## config.mk

```make
export PLATFORM = sky130hd
export DESIGN_NAME = id_ex_pipe_reg
export DESIGN_NICKNAME = d
export VERILOG_FILES = /design/src/rtl/id_ex_pipe_reg.sv
export SDC_FILE = /design/constraint.sdc
export NUM_CORES = 1
export LEC_CHECK = 0
export ABC_AREA = 1
export BUFFER_PORTS_ARGS = -buffer_cell sky130_fd_sc_hd__buf_2
export CELL_PAD_IN_SITES_DETAIL_PLACEMENT = 1
export CELL_PAD_IN_SITES_GLOBAL_PLACEMENT = 1
export CORE_ASPECT_RATIO = 0.9
export CORE_MARGIN = 10
export CORE_UTILIZATION = 34
export DETAILED_ROUTE_END_ITERATION = 7
export PLACE_DENSITY_LB_ADDON = 0.1
export REMOVE_ABC_BUFFERS = 1
export SLEW_MARGIN = 20
export SYNTH_ARGS = -nofsm -noshare
export SYNTH_HDL_FRONTEND = slang
export SYNTH_SLANG_ARGS = --single-unit
```

## constraint.sdc

```tcl
create_clock -name clk -period 7.5 [get_ports clk]
set_input_delay 1.875 -clock clk [delete_from_list [all_inputs] [get_ports clk]]
set_output_delay 1.875 -clock clk [all_outputs]
set_load 0.1 [all_outputs]
```

## src/rtl/id_ex_pipe_reg.sv

```systemverilog
// ID/EX pipeline register with load-use hazard detection, flush/stall handling
// and a saturating count of hazard bubbles inserted into the EX stage.
module id_ex_pipe_reg #(
  parameter int                 DATA_W    = 32,
  parameter int                 CTRL_W    = 13,
  parameter int                 REG_W     = 5,
  parameter logic [CTRL_W-1:0]  CTRL_NOP  = CTRL_W'(1),
  parameter int                 MEMRD_BIT = 0,
  parameter int                 CNT_W     = 16
) (
  input  logic              clk,
  input  logic              reset,
  input  logic              stall,
  input  logic              flush,
  input  logic              in_valid,
  input  logic [DATA_W-1:0] pc_4_in,
  input  logic [DATA_W-1:0] rs_in,
  input  logic [DATA_W-1:0] rt_in,
  input  logic [DATA_W-1:0] offset_in,
  input  logic [CTRL_W-1:0] control_in,
  input  logic [REG_W-1:0]  if_id_rs,
  input  logic [REG_W-1:0]  if_id_rt,
  input  logic [REG_W-1:0]  if_id_rd,
  output logic [DATA_W-1:0] pc_4_out,
  output logic [DATA_W-1:0] rs_out,
  output logic [DATA_W-1:0] rt_out,
  output logic [DATA_W-1:0] offset_out,
  output logic [CTRL_W-1:0] control_out,
  output logic [REG_W-1:0]  id_ex_rs,
  output logic [REG_W-1:0]  id_ex_rt,
  output logic [REG_W-1:0]  id_ex_rd,
  output logic              out_valid,
  output logic              load_use_hazard,
  output logic [CNT_W-1:0]  bubble_count
);

  typedef enum logic [1:0] {
    ACT_LOAD   = 2'd0,
    ACT_HOLD   = 2'd1,
    ACT_BUBBLE = 2'd2,
    ACT_FLUSH  = 2'd3
  } action_e;

  function automatic logic [CNT_W-1:0] sat_inc(input logic [CNT_W-1:0] v);
    return (v == {CNT_W{1'b1}}) ? v : v + CNT_W'(1);
  endfunction

  logic [DATA_W-1:0] pc_4_q,    pc_4_d;
  logic [DATA_W-1:0] rs_q,      rs_d;
  logic [DATA_W-1:0] rt_q,      rt_d;
  logic [DATA_W-1:0] offset_q,  offset_d;
  logic [CTRL_W-1:0] ctrl_q,    ctrl_d;
  logic [REG_W-1:0]  rs_num_q,  rs_num_d;
  logic [REG_W-1:0]  rt_num_q,  rt_num_d;
  logic [REG_W-1:0]  rd_num_q,  rd_num_d;
  logic              valid_q,   valid_d;
  logic [CNT_W-1:0]  bcnt_q,    bcnt_d;
  logic              hazard;
  action_e           action;

  // A load in EX whose destination is a source of the real instruction in ID.
  assign hazard = valid_q && ctrl_q[MEMRD_BIT] && (rt_num_q != '0) && in_valid &&
                  ((rt_num_q == if_id_rs) || (rt_num_q == if_id_rt));

  always_comb begin
    action = ACT_LOAD;
    if (flush)       action = ACT_FLUSH;
    else if (stall)  action = ACT_HOLD;
    else if (hazard) action = ACT_BUBBLE;
  end

  always_comb begin
    pc_4_d   = pc_4_q;
    rs_d     = rs_q;
    rt_d     = rt_q;
    offset_d = offset_q;
    ctrl_d   = ctrl_q;
    rs_num_d = rs_num_q;
    rt_num_d = rt_num_q;
    rd_num_d = rd_num_q;
    valid_d  = valid_q;
    bcnt_d   = bcnt_q;
    case (action)
      ACT_FLUSH, ACT_BUBBLE: begin
        pc_4_d   = '0;
        rs_d     = '0;
        rt_d     = '0;
        offset_d = '0;
        ctrl_d   = CTRL_NOP;
        rs_num_d = '0;
        rt_num_d = '0;
        rd_num_d = '0;
        valid_d  = 1'b0;
        if (action == ACT_BUBBLE) bcnt_d = sat_inc(bcnt_q);
      end
      ACT_LOAD: begin
        pc_4_d   = pc_4_in;
        rs_d     = rs_in;
        rt_d     = rt_in;
        offset_d = offset_in;
        ctrl_d   = in_valid ? control_in : CTRL_NOP;
        rs_num_d = if_id_rs;
        rt_num_d = if_id_rt;
        rd_num_d = if_id_rd;
        valid_d  = in_valid;
      end
      default: ;
    endcase
  end

  always_ff @(posedge clk or posedge reset) begin
    if (reset) begin
      pc_4_q   <= '0;
      rs_q     <= '0;
      rt_q     <= '0;
      offset_q <= '0;
      ctrl_q   <= CTRL_NOP;
      rs_num_q <= '0;
      rt_num_q <= '0;
      rd_num_q <= '0;
      valid_q  <= 1'b0;
      bcnt_q   <= '0;
    end else begin
      pc_4_q   <= pc_4_d;
      rs_q     <= rs_d;
      rt_q     <= rt_d;
      offset_q <= offset_d;
      ctrl_q   <= ctrl_d;
      rs_num_q <= rs_num_d;
      rt_num_q <= rt_num_d;
      rd_num_q <= rd_num_d;
      valid_q  <= valid_d;
      bcnt_q   <= bcnt_d;
    end
  end

  assign pc_4_out        = pc_4_q;
  assign rs_out          = rs_q;
  assign rt_out          = rt_q;
  assign offset_out      = offset_q;
  assign control_out     = ctrl_q;
  assign id_ex_rs        = rs_num_q;
  assign id_ex_rt        = rt_num_q;
  assign id_ex_rd        = rd_num_q;
  assign out_valid       = valid_q;
  assign load_use_hazard = hazard;
  assign bubble_count    = bcnt_q;

endmodule
```

Word-level counts from Yosys, hierarchy flattened:

Cells that the tools add are included.

* logic and storage cells: 40
* output and inout port bits: 174
* input bits: 161
* flip-flop bits (word level): 173

* add/sub/neg operators: 1
* bitwise gates (word level): 1
* reductions and logical operators: 10
* mux-type cells: 13
* equality and inequality tests: 5

Operators with widths (number)
* $pmux 32 s2: 4
* $pmux 5 s2: 3
* $pmux 13 s2: 1
* $add 16x1->16 const B: 1
* $eq 16x16->1 const B: 1
* $mux 13: 1
* $eq 5x5->1: 2
* $mux 2: 3
* $reduce_bool 5->1: 1
* $eq 2x2->1 const B: 2
* $logic_and 1x1->1: 4
* $reduce_and 3->1: 1
* $logic_not 2->1: 1
* $pmux 1 s2: 1
* $reduce_bool 2->1: 1
* $reduce_or 2->1: 1
* $logic_or 1x1->1: 1
* $not 1->1: 1

Logic depth before layout (Yosys ltp):

Gate-level depths: netlist (run 1).

* depth after elaboration: 10
* gate-level depth with buffers: 11
* mapped depth without buffers: 10

Least setup slack after synthesis (run 1):

Ideal clock, no wire load.

* path kind: input to output
* start: in if_id_rt[0]
* end: out load_use_hazard
* arrival: 3.163 ns
* buffers on the path: 1
* data required time: 5.625 ns
* slack: 2.462 ns
* stages on the path: 9
* cell sequence: nand2_1 inv_1 nor2_1 nor2_1 nand3_1 nand2_2 nand2_2 buf_6 inv_1

* longest elaborated chain between the ends: 3

Ends and longest elaborated chain
* start, declared: RTL line 22 `input logic [REG_W-1:0] if_id_rt,`
* $eq 5x5->1: RTL line 63 `((rt_num_q == if_id_rs) || (rt_num_q == if_id_rt));`
* $logic_or 1x1->1: RTL line 63
* $logic_and 1x1->1: RTL line 62 `assign hazard = valid_q && ctrl_q[MEMRD_BIT] && (rt_num_q != '0) && in_valid &&`
* end, declared: RTL line 33 `output logic load_use_hazard,`

Every way passes these cells.

Final worst setup path (run 1):

* start: in if_id_rs[2]
* end: out load_use_hazard

* longest elaborated chain between the ends: 3

Ends and longest elaborated chain
* start, declared: RTL line 21 `input logic [REG_W-1:0] if_id_rs,`
* $eq 5x5->1: RTL line 63
* $logic_or 1x1->1: RTL line 63
* $logic_and 1x1->1: RTL line 62

Every way passes these cells.

==> results of run 1 <==
## stage by stage
stage	worst slack, ps	util
final	1825	0.4526
after global placement	1846	0.4268
after floorplan	-2171	-
after CTS	1800	0.4517
after detailed placement	1800	0.4268
after global routing	1626	0.4522
## metal layers
metal | vias up | share of wire
met3 | 39 | 0.10
met2 | 224 | 0.49
met5 | - | 0.0021
li1 | 3482 | -
met4 | 8 | 0.021
met1 | 3481 | 0.38
## power groups by stage
stage / Combinational [uW] / Clock (uW) / Sequential [uW]
CTS: 597 / 895 / 1010
detailed placement: 597 / 0 / 1020
global route: 620 / 932 / 1010
global placement: 592 / 0 / 1020
finish: 589 / 873 / 1010
floorplan: 105 / 0 / 1370
## cells by family (layout without fill, tap and decap cells)
family	Yosys count	after routing	synth area share
xor+xnor	10	10	0.01115
compound gates	5	5	0.003185
buf+inv	85	403	0.05687
fa+ha+maj	1	1	0.001593
other cells	0	7	0
simple gates	623	623	0.3759
flops	173	173	0.5513
## worst max path at each step
stage | from | to | slack [ps]
2_1_floorplan | stall | bubble_count[8]$_DFFE_PP0P_ | -2170
3_3_place_gp | if_id_rs[2] | load_use_hazard | 1850
3_5_place_dp | if_id_rs[2] | load_use_hazard | 1800
4_1_cts | if_id_rs[2] | load_use_hazard | 1800
5_1_grt | if_id_rt[0] | load_use_hazard | 1630
6_report | if_id_rs[2] | load_use_hazard | 1830
## flip-flops by register name, summed over array words and instances, names as in the netlist
| name | cells |
|---|---|
| offset_out | 32 |
| rt_out | 32 |
| rs_out | 32 |
| id_ex_rd | 5 |
| id_ex_rs | 5 |
| bubble_count | 16 |
| pc_4_out | 32 |
| control_out | 13 |
| out_valid | 1 |
| id_ex_rt | 5 |
## placed cells by master, fill, tap and decap left out, types with 2 or more instances in the layout
cell type     n
nand2_1     401
buf_2       334
dfrtp_1     172
nand3_1      96
nand3_2      61
nor2_1       24
inv_1        23
nand4_1      23
clkbuf_16    17
nand3b_1     12
diode_2       7
inv_2         6
inv_6         6
xor2_1        6
o21ai_0       5
buf_4         5
xnor2_1       4
clkinv_4      3
nor2_4        2
clkinvlp_4    2
clkbuf_1      2
## layout make-up
cell class | instances | area [um2]
fill | 2759 | 12390
timing repair buffer | 341 | 1740
antenna | 7 | 17.52
inverter | 30 | 117.6
clock inverter | 13 | 131.4
tap | 297 | 371.6
sequential | 173 | 4330
multi-input combinational | 639 | 3107
clock buffer | 19 | 432.9
## worst reg2reg max path, delay by kind of cell (launching register included)
kind	cells	cell delay (ps)
AND/OR/NAND/NOR	8	1470
flip-flops	1	430
buffers and inverters	2	980
==> impl_results.md, run 1 <==
* Clk_lat worst skew at 430 ps
* Met2 global-route usage at 0.3132
* Power density cells at 240.8 nW/um2
* Start point of the worst hold path: pc_4_out[28]$_DFFE_PP0P_
* Worst path cell trace: buf_2 > inv_1 > nand2_1 > nand2_1 > nor2_1 > nand3_1 > nand2_2 > nand2_8 > inv_1 > buf_2
* Antenna Nets Post-Route at 0
* Delay-heaviest family, CP: simple AND/OR/NAND/NOR gates
* Worst r2r path cells at 10
* Top-area cell type share of the netlist area at 0.5479
* Final min period at 5675 ps
* Die area at 29590 um2
* Clk pwr share at 0.354
* # hold bufs at CTS at 0
* # rows at 52
* TritonCTS Sinks at 173
* Worst path max stage delay at 450 ps
* Critical Path End Type: output port
* Starting Density at 0.3469
* Post-DP Area at 9663 um2
* Combinational power share at 0.239
* Drt first pass iters at 4
* Total core area at 22640 um2
* Fin. Hold Viols at 0
* Buf+Inv Stages, Crit Path at 4
* Synth cell types at 21
* Required time of the critical path at 5620 ps
* Clock tree from TritonCTS: done
* Synth top cells by count: 401 x nand2_1, 172 x dfrtp_1, 96 x nand3_1, 61 x nand3_2, 26 x nor2_1
* Clock Skews at 12.85 ps
* Startpoint types: primary input
* Reg power frac at 0.408
* Min-Delay Endpoint: pc_4_out[28]$_DFFE_PP0P_
* Syn Inst Count at 897
* Die height at 164.2 um
* Setup Buffers After CTS at 0
* Slowest CP cell: buf_2
* Top cells by area, synth: dfrtp_1 55%, nand2_1 19%, nand3_2 7.8%
* IO Port Bufs at 334
* Fin cells at 1519
* Net Sw Frac at 0.3749
* Layout cells sized above 1 at 0.3671
* RSZ-0062 raised after global routing: no
* Worst R2R Start: id_ex_rt[2]$_DFFE_PP0P_
* Grt total ovfl at 0
* Routed len/inst at 19.04 um
* Slew headroom at 0.2903
* Worst-path fanout max at 75
* # resized after CTS at 0
* Internal power at 1543 uW
* Status: finished, final reports clean
* Least-Margin Pin Slew at 1065 ps
* First-pass GRT wire length at 45160 um
* GRT Total Usage at 0.1908
* Met3 Usage GRT at 0.09481
* Critical path depth at 10
* DRC Markers at 0
* Most common cell in the netlist: nand2_1
* Lkg Pwr at 0.005965 uW
* Post-synthesis sequential area ratio at 0.5513
* Hold Path Depth at 2
* Vias at 7234
* Hold WC Path Type: reg2reg
* Clock Path Buffers at 2
* Top_reg_cell synth: dfrtp_1
* Vias in the first global route at 7782
* Max Fclk at 176.2 MHz
* Slew Limit Fails at 0
* Finished Cell Area at 10250 um2
* Post-synth EDFFs at 0
* CP Class: in2out
* Detailed placement HPWL at 21030 um
* WHS at 474.6 ps
* Post-Syn Area per Cell at 8.757 um2
* Vias/cell at 4.762
* Worst-path clk slew at 60 ps
* Crit share post-route at 0.7567
* Post-synth ARST share at 1.000
* Setup violators final at 0
* Largest net degree at the start of global routing at 114
* Num CTS Buffers at 17
* Initial antenna violation count at 12
* Max cap viols at 0
* Total Wirelength at 28920 um
* H-tree Lvls at 4
* Initial DRC count at 402
* Synth Register Bits at 173
* Crit path DAT at 3800 ps
* Area grow syn2layout at 30.47%
* Peak supply drop at 0.0001439 V
* Register-to-register setup slack at 4550 ps
* Fin Setup TNS at 0 ps
* Root Buffer: clkbuf_16
* YS warnings at 0
* Switching power at 925.2 uW
* Placed insts at 1480
* Gpl congestion at 0.7999
* Met1 Usage GRT at 0.2134
* Top Usage Layer GRT: met2
* Top-Level Pins at 335
* Area leader, netlist: dfrtp_1
* Worst r2r dst: rs_out[27]$_DFFE_PP0P_
* Mapped Area at 7855 um2
* Die W at 180.2 um
* Nets at 1364
* Total Power at 2468 uW
No activity file was read; power rests on OpenSTA's default activity.
==> inputs of run 2 (changes only) <==
Settings changed: CORE_UTILIZATION 34 to 31.
Clock period 7.5 ns to 5.1 ns, I/O delays scaled along.
==> impl_results.md, run 2 (synthesis results as in run 1) <==
* Status: finished, final reports clean
* Routed len/inst at 18.60 um
* Initial antenna violation count at 11
* Gpl congestion at 0.7720
* Register-to-register setup slack at 2630 ps
* # resized after CTS at 0
* Total core area at 25050 um2
* Slew Limit Fails at 0
* RSZ-0062 raised after global routing: no
* Most frequent cells in the layout: 401 x nand2_1, 334 x buf_2, 172 x dfrtp_1, 96 x nand3_1, 61 x nand3_2
* Layout cells sized above 1 at 0.3677
* Setup violators final at 0
* Placed insts at 1525
* Area taken by multi-input logic gates at 3107 um2
* Die W at 187.8 um
* Die area at 32110 um2
* Startpoint types: primary input
* Die height at 171.0 um
* CP Class: in2out
* Nets at 1364
* Finished Cell Area at 10350 um2
* GRT Total Usage at 0.1781
* Vias/cell at 4.618
* Root Buffer: clkbuf_16
* Reg area at 4330 um2
* Area grow syn2layout at 31.71%
* Crit share post-route at 0.7922
* WHS at 473.5 ps
* Top-Level Pins at 335
* Largest net degree at the start of global routing at 158
* Max Fclk at 247.5 MHz
* IO Port Bufs at 334
* Required time of the critical path at 3830 ps
* # rows at 55
* Total Power at 3732 uW
* Clk_lat worst skew at 430 ps
* Clock Skews at 15.89 ps
* Setup Buffers After CTS at 0
* Critical Path End Type: output port
* Total Wirelength at 29000 um
* Power density cells at 360.7 nW/um2
* Initial DRC count at 363
* Slowest CP cell: buf_2
* Grt total ovfl at 0
* Clock tree from TritonCTS: done
* Crit path DAT at 2770 ps
* First-pass GRT wire length at 45410 um
* Worst path max stage delay at 430 ps
* Worst-path clk slew at 60 ps
* Fin Setup TNS at 0 ps
* Vias at 7199
* Worst-path fanout max at 16
* Filler cell count at 3094
* Least-Margin Pin Slew at 1074 ps
* Delay-heaviest family, CP: simple AND/OR/NAND/NOR gates
* H-tree Lvls at 4
* Clock Path Buffers at 2
* Fin cells at 1559
* Peak supply drop at 0.0001917 V
* Buf+Inv Stages, Crit Path at 4
* Most common cell after layout, fill and taps aside: nand2_1
* Worst path cell trace: buf_2 > inv_1 > nand2_1 > nand2_1 > nor2_1 > nand3_1 > nand2_2 > nand2_8 > inv_1 > buf_2
* DRC Markers at 0
* Lkg Pwr at 0.005989 uW
* Max cap viols at 0
* Starting Density at 0.3136
* Fin. Hold Viols at 0
* Drt first pass iters at 4
* Slew headroom at 0.2838
* TritonCTS Sinks at 173
* Detailed placement HPWL at 20730 um
* Vias in the first global route at 7755
* # hold bufs at CTS at 0
* Antenna Nets Post-Route at 0
* Final min period at 4040 ps
* Hold WC Path Type: reg2reg
* Num CTS Buffers at 17
* Post-DP Area at 9732 um2
-- run 2: changes by cell type in the layout (fill, tap and decap cells not counted), sizes merged --
| cell | before | now |
|---|---|---|
| inv | 36 | 37 |
| diode | 7 | 4 |
| bufinv | 1 | 3 |
| clkbuf | 19 | 17 |
| clkinv | 4 | 2 |
| clkinvlp | 2 | 1 |
-- run 2: power breakdown --
part           switching, uW  internal, uW  leakage, uW
Combinational            723           143      0.00338
Sequential              40.7          1440      0.00231
Clock                    603           782     0.000294
-- run 2: final timing paths --
check,start,end,depth (start not counted)
min in group asynchronous,reset,bubble_count[15]$_DFFE_PP0P_,2
max in group asynchronous,reset,pc_4_out[8]$_DFFE_PP0P_,3
worst max register to register,id_ex_rt[0]$_DFFE_PP0P_,pc_4_out[29]$_DFFE_PP0P_,10
worst min register to register,pc_4_out[20]$_DFFE_PP0P_,pc_4_out[20]$_DFFE_PP0P_,2
worst max-delay path,if_id_rs[3],load_use_hazard,10
worst min-delay path,pc_4_out[20]$_DFFE_PP0P_,pc_4_out[20]$_DFFE_PP0P_,2
-- run 2: routing by layer --
| layer | vias up | wire, um | GRT usage | share of wire |
|---|---|---|---|---|
| met5 | - | 88 | 0 | 0.0030 |
| met4 | 16 | 263 | 0.03614 | 0.0091 |
| li1 | 3467 | - | - | - |
| met1 | 3489 | 12260 | 0.2141 | 0.42 |
| met3 | 29 | 2664 | 0.08445 | 0.092 |
| met2 | 198 | 13720 | 0.2861 | 0.47 |
-- run 2: final cells by class --
class,count,share of cell area
diodes,4,0.0009675
clock buffers,17,0.04112
clock inverters,13,0.01729
inverters,30,0.01137
multi-input cells,639,0.3003
flip-flops and latches,173,0.4185
well taps,342,0.04136
repair buffers,341,0.1691
-- run 2: stage by stage --
stage	util	setup slack [ps]
5_1_grt	0.4126	918.4
3_5_place_dp	0.3885	1072
6_report	0.4130	1060
2_1_floorplan	-	-3971
4_1_cts	0.4126	1059
3_3_place_gp	0.3885	1122
-- run 2: worst register-to-register path, cell delays in order, from the launching register on --
cell,delay [ps]
dfrtp_1,450
nand2_1,90
inv_1,40
nor2_1,90
nor2_1,50
nand3_1,70
nand2_2,260
nand2_8,200
buf_4,810
nand3_1,250
nand2_1,100
